File: config.mk
export PLATFORM = sky130hd
export DESIGN_NAME = load_store_unit
export DESIGN_NICKNAME = d
export VERILOG_FILES = /design/src/rtl/load_store_unit.sv
export SDC_FILE = /design/constraint.sdc
export NUM_CORES = 1
export LEC_CHECK = 0
export ABC_AREA = 1
export CORE_MARGIN = 4
export CORE_UTILIZATION = 51
export DETAILED_ROUTE_END_ITERATION = 6
export GPL_ROUTABILITY_DRIVEN = 0
export PLACE_DENSITY = 0.79
export RECOVER_POWER = 50
export SLEW_MARGIN = 10
export SYNTH_ARGS = -nofsm -noshare
export SYNTH_HDL_FRONTEND = slang
export SYNTH_SLANG_ARGS = --single-unit
File: constraint.sdc
create_clock -name _CLK -period 2.07 [get_ports _CLK]
set_clock_uncertainty 0.1 [all_clocks]
set_input_delay 0.414 -clock _CLK [delete_from_list [all_inputs] [get_ports _CLK]]
set_output_delay 0.414 -clock _CLK [all_outputs]
set_load 0.02 [all_outputs]
File: src/rtl/load_store_unit.sv
// Load/store initiator between the execute stage and data memory: an in-order
// request queue, a memory sequencer holding each access for WAIT_CYCLES+1 cycles, and a load-response port.
module load_store_unit #(
  parameter int unsigned DATA_WIDTH  = 8,
  parameter int unsigned WAIT_CYCLES = 1,
  parameter int unsigned FIFO_DEPTH  = 2
) (
  input  logic                  _CLK,
  input  logic                  _RST_N,
  input  logic                  _reqValid,
  output logic                  reqReady,
  input  logic                  _reqWrite,
  input  logic [DATA_WIDTH-1:0] _reqAddress,
  input  logic [DATA_WIDTH-1:0] _reqData,
  output logic                  rspValid,
  output logic [DATA_WIDTH-1:0] rspData,
  input  logic                  _rspReady,
  output logic                  memRead,
  output logic                  memWrite,
  output logic [DATA_WIDTH-1:0] memAddress,
  output logic [DATA_WIDTH-1:0] memWriteData,
  input  logic [DATA_WIDTH-1:0] _memReadData,
  output logic                  busy
);

  localparam int unsigned PTR_W  = (FIFO_DEPTH > 1) ? $clog2(FIFO_DEPTH) : 1;
  localparam int unsigned CNT_W  = PTR_W + 1;
  localparam int unsigned WAIT_W = 4;
  localparam logic        STROBE_ON_ENTRY = (WAIT_CYCLES == 0);

  typedef enum logic [1:0] {IDLE, ACCESS, RESP} state_t;

  state_t                state;
  logic [WAIT_W-1:0]     wait_cnt;
  logic                  op_write;

  logic                  fifo_write [FIFO_DEPTH];
  logic [DATA_WIDTH-1:0] fifo_addr  [FIFO_DEPTH];
  logic [DATA_WIDTH-1:0] fifo_data  [FIFO_DEPTH];
  logic [PTR_W-1:0]      wr_ptr;
  logic [PTR_W-1:0]      rd_ptr;
  logic [CNT_W-1:0]      count;

  logic                  push;
  logic                  pop;

  // Acceptance depends on the registered count only, so a full queue never takes a same-cycle slot.
  assign reqReady = _RST_N && (count < CNT_W'(FIFO_DEPTH));
  assign push     = _reqValid && reqReady;
  assign pop      = (state == ACCESS) && (wait_cnt == '0);
  assign busy     = (count != '0) || (state != IDLE);

  always_ff @(posedge _CLK) begin
    if (push) begin
      fifo_write[wr_ptr] <= _reqWrite;
      fifo_addr[wr_ptr]  <= _reqAddress;
      fifo_data[wr_ptr]  <= _reqData;
    end
  end

  // The head stays queued until its access completes, so count covers the in-flight request.
  always_ff @(posedge _CLK or negedge _RST_N) begin
    if (!_RST_N) begin
      wr_ptr <= '0;
      rd_ptr <= '0;
      count  <= '0;
    end else begin
      if (push) wr_ptr <= wr_ptr + PTR_W'(1);
      if (pop)  rd_ptr <= rd_ptr + PTR_W'(1);
      if (push && !pop)      count <= count + CNT_W'(1);
      else if (!push && pop) count <= count - CNT_W'(1);
    end
  end

  always_ff @(posedge _CLK or negedge _RST_N) begin
    if (!_RST_N) begin
      state        <= IDLE;
      wait_cnt     <= '0;
      op_write     <= 1'b0;
      memRead      <= 1'b0;
      memWrite     <= 1'b0;
      memAddress   <= '0;
      memWriteData <= '0;
      rspValid     <= 1'b0;
      rspData      <= '0;
    end else begin
      case (state)
        IDLE: begin
          if (count != '0) begin
            op_write     <= fifo_write[rd_ptr];
            memAddress   <= fifo_addr[rd_ptr];
            memWriteData <= fifo_write[rd_ptr] ? fifo_data[rd_ptr] : '0;
            memRead      <= !fifo_write[rd_ptr];
            memWrite     <= fifo_write[rd_ptr] && STROBE_ON_ENTRY;
            wait_cnt     <= WAIT_W'(WAIT_CYCLES);
            state        <= ACCESS;
          end
        end
        ACCESS: begin
          if (wait_cnt != '0) begin
            wait_cnt <= wait_cnt - WAIT_W'(1);
            // Store strobe occupies only the last ACCESS cycle.
            if (op_write && (wait_cnt == WAIT_W'(1))) memWrite <= 1'b1;
          end else begin
            memRead      <= 1'b0;
            memWrite     <= 1'b0;
            memAddress   <= '0;
            memWriteData <= '0;
            if (op_write) begin
              state <= IDLE;
            end else begin
              rspData  <= _memReadData;
              rspValid <= 1'b1;
              state    <= RESP;
            end
          end
        end
        RESP: begin
          if (_rspReady) begin
            rspValid <= 1'b0;
            state    <= IDLE;
          end
        end
        default: state <= IDLE;
      endcase
    end
  end

endmodule

==> results of run 1 <==
-- worst paths after layout --
| path | startpoint | to | slack (ns) | cells past startpoint |
|---|---|---|---|---|
| min reg2reg | rspData[6]$_DFFE_PN0P_ | rspData[6]$_DFFE_PN0P_ | 0.37 | 2 |
| min in group _CLK | rspData[6]$_DFFE_PN0P_ | rspData[6]$_DFFE_PN0P_ | 0.37 | 2 |
| min | _RST_N | memAddress[6]$_DFFE_PN0P_ | 0.33 | 2 |
| max in group asynchronous | _RST_N | memAddress[5]$_DFFE_PN0P_ | 0.93 | 2 |
| max | state[0]$_DFFE_PN0P_ | busy | 0.13 | 3 |
| max reg2reg | wait_cnt[0]$_DFFE_PN0P_ | rspData[0]$_DFFE_PN0P_ | 0.19 | 7 |
-- final cells by class --
| cell class | count | area, µm² |
|---|---|---|
| inverter | 17 | 68.8 |
| multi-input combinational | 174 | 840 |
| timing repair buffer | 61 | 599 |
| clock buffer | 10 | 138 |
| tap | 72 | 90.1 |
| clock inverter | 6 | 67.6 |
| fill | 417 | 1770 |
| sequential | 72 | 1970 |
-- placed cells by master, fill, tap and decap left out, drive strengths merged --
cell type / count
nand2: 110
dfrtp: 38
clkdlybuf4s50: 37
edfxtp: 34
nand3: 21
dlygate4sd3: 17
inv: 17
clkbuf: 13
nor2: 12
a21oi: 11
o21ai: 6
xor2: 4
ha: 4
clkinv: 3
clkinvlp: 2
dlygate4sd2: 2
buf: 2
xnor2: 1
nor3b: 1
o31ai: 1
nand4: 1
o21a: 1
o22ai: 1
bufinv: 1
-- state kept, by name (all words and copies together) (netlist names) --
register      count
count             2
memWriteData      8
fifo_addr        16
wr_ptr            1
rd_ptr            1
fifo_data        16
memWrite          1
memRead           1
rspData           8
fifo_write        2
state             2
wait_cnt          4
rspValid          1
op_write          1
memAddress        8
-- report_power, final --
group | switching (mW) | total [mW] | internal (mW)
clock | 0.525 | 1.12 | 0.593
combinational | 1.44 | 2.33 | 0.893
sequential | 0.252 | 2.15 | 1.90
total | 2.21 | 5.60 | 3.39
-- cell families (layout without fill, tap and decap cells) --
group,Yosys count,count (layout),synth area share
compound gates,20,20,0.0400
fa+ha+maj,4,4,0.0170
simple gates,145,145,0.218
flops,72,72,0.670
buf+inv,23,94,0.0400
xor+xnor,5,5,0.0149
-- worst max-delay path: stages (launching register included) --
cell and delay [ns]:
dfrtp_1 0.44, nor2_2 0.20, nand3_1 0.11, dlygate4sd2_1 0.34
-- stage by stage --
step / worst slack, ns / utilization
2_1_floorplan: -0.130 / -
3_3_place_gp: 0.161 / 0.651
3_5_place_dp: 0.127 / 0.651
4_1_cts: 0.101 / 0.688
5_1_grt: 0.0190 / 0.681
6_report: 0.131 / 0.681
-- metal layers --
metal,wire length [µm],GRT usage,up-vias
li1,-,-,1013
met1,2470,0.221,978
met2,2890,0.283,51
met3,303,0.0592,8
met4,78,0.0833,0
met5,0,0,-
-- what timing repair did --
action                     4_1_cts  5_1_grt
resized for setup                3        0
setup endpoints to repair        2        0
hold buffers                     0        0
==> results.txt, run 1 <==
For this run, design rule violations remaining after detail routing come to 0. Counting flops with a built-in enable in the synthesized netlist gives 34. The average instance area after synthesis is 10.9 µm². The later-pin clock latency in the skew report was 0.35 ns; the number of cells produced by synthesis was 269. The routed via count came out at 2050. The number of max-slew violations in the final report is 0, and the cell row count is 27. In this run the cell area measured after placement is 3600 µm². Sorting the synthesized cells by how often they occur yields nand2_1 (106), dfrtp_1 (38), edfxtp_1 (34). The worst-case headroom to the max-slew limit was 0.346; the maximum clock rate was 516 MHz. The tools report the number of H-tree levels as 3. STA classifies the critical path endpoint as an output port. The via count of the first global-routing pass was 1996; the number of vias per cell after detailed routing was 4.98. The logs give 0.670 for the sequential-to-total area share from yosys stat and 0.746 mV for the worst IR drop on VDD. The number of nets in the synthesized netlist is 302. For the pin with the worst max-slew slack, the measured transition is 0.981 ns. For the required time at the worst-slack endpoint, the log shows 1.56 ns. The worst hold path class was input port to async pin.

The number of I/O port buffers works out to 57. The kind of critical path was flop to output port. The average routed wire per standard cell is 13.9 µm, and the area share of the largest cell type after synthesis is 0.347. TritonCTS built the clock tree. Setup violations remaining at the end of the flow were counted as 0. The logs give 3940 µm for the HPWL reported at the end of detailed placement and 0 for the antenna diode instance count.

The tools report the buffer depth of the longest clock path as 2. The leading area contributor after synthesis is edfxtp_1. The maximum fanout along the worst path was 4. From left edge to right edge, the die measures 84.0 µm. The number of different library cells used by synthesis comes to 29.

The die covers 7050 µm². Summed over all cells, the static leakage comes to 1.68 nW. Adding up every negative setup slack in the final design gives 0 ns. The run gives 0 as the number of violations of the max-capacitance limit. For the total CTS buffers, the log shows 9. The first global-routing pass estimated 9570 µm of wire.

The first detailed-routing pass took 4 iterations. The final count of hold timing violations was 0; the area growth from synthesis to layout was 28.3%. The flow ran to the end, and the final reports show no timing, DRC or antenna violations.

Overall die height: 84.0 µm. Entering global routing, the biggest net connects 39 pins. The core region is 5540 µm². For the number of antenna-violating nets in the routed design, the log shows 0. The tools report the buffers inserted during post-CTS setup optimization as 0. The worst setup path is launched from a flop. The tree built by TritonCTS fans out to 72 sinks. The tightest hold path in the finished design has a slack of 0.330 ns. The mapped cell area came out at 2940 µm².

The global-route total usage across every layer came out at 0.178. The power consumption is 5.60 mW. Yosys attributes the largest share of cell area to edfxtp_1 (35%), dfrtp_1 (32%), nand2_1 (14%).

For the worst setup path, the data arrival time is 1.42 ns. The final-stage net count is 368, and the Yosys warning count is 0. The total overflow left after global routing is 0. The fraction of layout instances using a drive strength above 1 works out to 0.0912. The number of antenna violations at the first check in global routing was 0. The post-synthesis async set-or-reset flop share is 0.528. Setup repair after global routing left no endpoint under its margin. The starting density of the core is 0.531.

The flop and latch count out of synthesis is 72, and the post-layout instance count excluding filler cells is 412. In this run, placement finished with an instance count of 396. The detailed router finished its first iteration with 143 violations.

The I/O pin count came out at 58. Once layout is done, the placed cells without fillers occupy 3770 µm². The cell area power density came out at 1480 nW/µm². After clock tree synthesis, the clock-pin slew on the worst setup and hold paths is 0.08 ns. The total detailed-routing wirelength is 5740 µm.

The flip-flop cell with the highest count after synthesis is dfrtp_1. Share of the clock period used by the worst path after layout: 0.937. The most common cell in the synthesized netlist is nand2_1. The smallest clock period supported by the final layout is computed as 1.94 ns. The buffer cell driving the clock tree root was clkbuf_8.
Note: power is estimated with default switching activity, not from simulation.
==> run 2, diff against run 1 <==
Settings changed: HOLD_SLACK_MARGIN set to 0.12, PLACE_DENSITY 0.79 to 0.86.
==> run 2 against run 1 <==
Compared with the run above:
- hold slack better by 0.044 ns
- largest cell class unchanged
- sequential power about the same
- flip-flop and latch count stayed put
- largest power group unchanged
- global-route usage fell by 0.35 points
- via count shrank 0.20%
- count of clock-buffer cells in the layout is 2 higher
- worst setup slack worse by 0.020 ns
- highest routed layer unchanged
- critical endpoint unchanged
==> results.txt, run 2 (synthesis gave the netlist of run 1 again) <==
The run finished with clean final reports. The buffer depth of the longest clock path is 2 (unchanged). The utilization after layout was 0.678 (-0.00294). The worst IR drop on VDD was 0.755 mV (+1.2%); the cell area power density was 1470 nW/µm² (-0.68%). The combinational group share of total power is 0.427 (+0.011). The number of H-tree levels is 3 (unchanged), and the post-route DRC violation count is 0 (unchanged). For the number of fill cells in the layout, the log shows 435 (+4.3%). The internal portion of total power is 3.35 mW (-1.2%), and the worst setup slack before clock tree synthesis is 0.151 ns (+0.0241 ns).

The average routed wire per standard cell came out at 13.6 µm (-2.0%). The critical path arrival is 1.44 ns (+0.02 ns). The most common library cell in the layout ignoring fill and taps was nand2_1.

The number of antenna-violating nets in the routed design is 0 (unchanged). The largest registers in the layout are fifo_addr (16), fifo_data (16). The cell row count is 27 (unchanged), and the number of I/O port buffers is 57 (unchanged).

Static leakage power: 1.69 nW (+0.57%). For the smallest setup slack after layout, the log shows 0.112 ns (-0.0196 ns). TritonCTS built the clock tree.

The clock slew at the register clock pins of the worst setup and hold paths works out to 0.07 ns (about the same). The final-stage net count is 369 (+0.27%). For the standard cell core area, the log shows 5540 µm² (unchanged).

The tools report the global-route total usage across every layer as 0.175 (-0.00349). The number of vias per cell after detailed routing is 4.95 (-0.44%). The overall overflow remaining after global route came out at 0 (unchanged). The tools report the endpoint type of the worst setup path as an output port. The die area was 7050 µm² (unchanged); the number of violations of the max-capacitance limit was 0 (unchanged).

The minimum clock period after layout works out to 1.96 ns (+0.0196 ns). The pin count of the biggest net entering global routing is 39 (unchanged), and the share of the clock period used by the worst path after layout is 0.946 (+0.00948). The top cell types in the final layout, fill and taps aside, are nand2_1 (107), dfrtp_1 (38), clkdlybuf4s50_1 (37).

The maximum clock rate was 511 MHz (-1.0%). The tools report the number of detailed-route iterations in the first pass as 4 (unchanged). The relative contribution of the clock network to total power is 0.186 (-0.014).

The tools report the share of total power in sequential cells as 0.387 (+0.002). The total CTS buffers was 9 (unchanged). The overall die height is 84.0 µm (unchanged).

The run gives 0 (unchanged) as the number of antenna violations at the first check in global routing. The maximum fanout along the worst path was 4 (unchanged). The worst-margin pin slew is 0.944 ns (-0.0365 ns).

Clock tree synthesis selected as its root buffer the cell clkbuf_8. The wire length of the first global-routing pass is 9500 µm (-0.72%). The area growth from synthesis to layout is 27.7%, and the switching power as a share of total power is 0.396 (+0.000785). The I/O pin count came out at 58 (unchanged). The tools report the HPWL reported at the end of detailed placement as 3910 µm (-0.80%). Kind of critical path: flop to output port. The tools report the later-pin clock latency in the skew report as 0.34 ns (about the same).

Total detailed-routing wirelength: 5640 µm (-1.8%). The final count of hold timing violations was 0 (unchanged). The final setup violation count was 0 (unchanged); the antenna diode instance count was 0 (unchanged). The via count of the first global-routing pass is 2056 (+3.0%). Setup repair after global routing left no endpoint under its margin. The logs give 0 (unchanged) for the buffers inserted during post-CTS setup optimization and 111 (-22%) for the DRC marker count from the first detailed-route iteration. The tools report the switching power as 2.19 mW (-0.91%). The routed via count is 2046 (-0.20%). The required time at the worst-slack endpoint was 1.56 ns (about the same).

Worst hold path class: flop to flop. The die boundary width is 84.0 µm (unchanged), and the number of max-slew violations in the final report is 0 (unchanged). For the number of sinks handled by clock tree synthesis, the log shows 72 (unchanged). The fraction of layout instances using a drive strength above 1 was 0.0850 (-0.00613); the worst-case headroom to the max-slew limit was 0.370 (+0.0243). Starting density of the core: 0.531 (unchanged). Type of element launching the critical path: a flop.
[run 2: cell count changes in the layout (fill, tap and decap cells not counted), sizes merged]
cell | before | now
buf | 2 | 4
dlygate4sd3 | 17 | 18
dlygate4sd2 | 2 | 1
clkbuf | 13 | 14
clkinv | 3 | 4
clkinvlp | 2 | 0
inv | 17 | 16
[run 2: power by group through the flow]
stage          combinational, mW  clock [mW]  sequential [mW]
3_3_place_gp                2.33           0             2.15
4_1_cts                     2.42        1.05             2.15
6_report                    2.36        1.03             2.15
2_1_floorplan               1.34           0             2.41
3_5_place_dp                2.40           0             2.17
5_1_grt                     2.59        1.12             2.18
[run 2: layout make-up]
class                      instances  area (µm²)  area share
multi-input combinational        174         853       0.227
clock buffer                      12         135      0.0360
clock inverter                     4        45.0      0.0120
tap                               72        90.1      0.0240
sequential                        72        1970       0.525
timing repair buffer              62         597       0.159
inverter                          17        66.3      0.0176
[run 2: path summary, 6_finish.rpt]
check	start	end	slack, ns	cells past startpoint
worst max-delay path	state[0]$_DFFE_PN0P_	busy	0.11	3
worst min-delay path	memAddress[1]$_DFFE_PN0P_	memAddress[1]$_DFFE_PN0P_	0.37	2
worst max register to register	wait_cnt[0]$_DFFE_PN0P_	count[1]$_DFFE_PN0P_	0.25	7
worst min register to register	memAddress[1]$_DFFE_PN0P_	memAddress[1]$_DFFE_PN0P_	0.37	2
max in group asynchronous	_RST_N	memWriteData[3]$_DFFE_PN0P_	0.54	3
min in group asynchronous	_RST_N	memRead$_DFFE_PN0P_	0.74	3
[run 2: through the flow]
stage	setup TNS [ns]	power [mW]	area (µm²)	std cells	hold slack (ns)
floorplan	-4.43	3.75	2940	269	0.0184
global placement	0	4.49	3580	396	0.353
detailed placement	0	4.57	3580	396	0.358
CTS	0	5.62	3770	413	0.375
global route	0	5.89	3760	413	0.396
finish	0	5.54	3760	413	0.374
[run 2: metal layers]
metal,wire length (µm),GRT usage,vias to the layer above
met2,2810,0.299,58
li1,-,-,1014
met1,2400,0.195,962
met3,290,0.0484,12
met4,140,0.0994,0
met5,0,0,-
[run 2: worst max-delay path, cell delays in order (launching register included)]
cell	delay (ns)
dfrtp_1	0.43
nor2_2	0.21
nand3_1	0.12
dlygate4sd2_1	0.34
[run 2: timing repair]
| item | in CTS | in global routing |
|---|---|---|
| gates resized for setup | 3 | 2 |
| hold buffers | 1 | 0 |
| endpoints found under the hold margin | 38 | 0 |
| endpoints found under the setup margin | 2 | 1 |
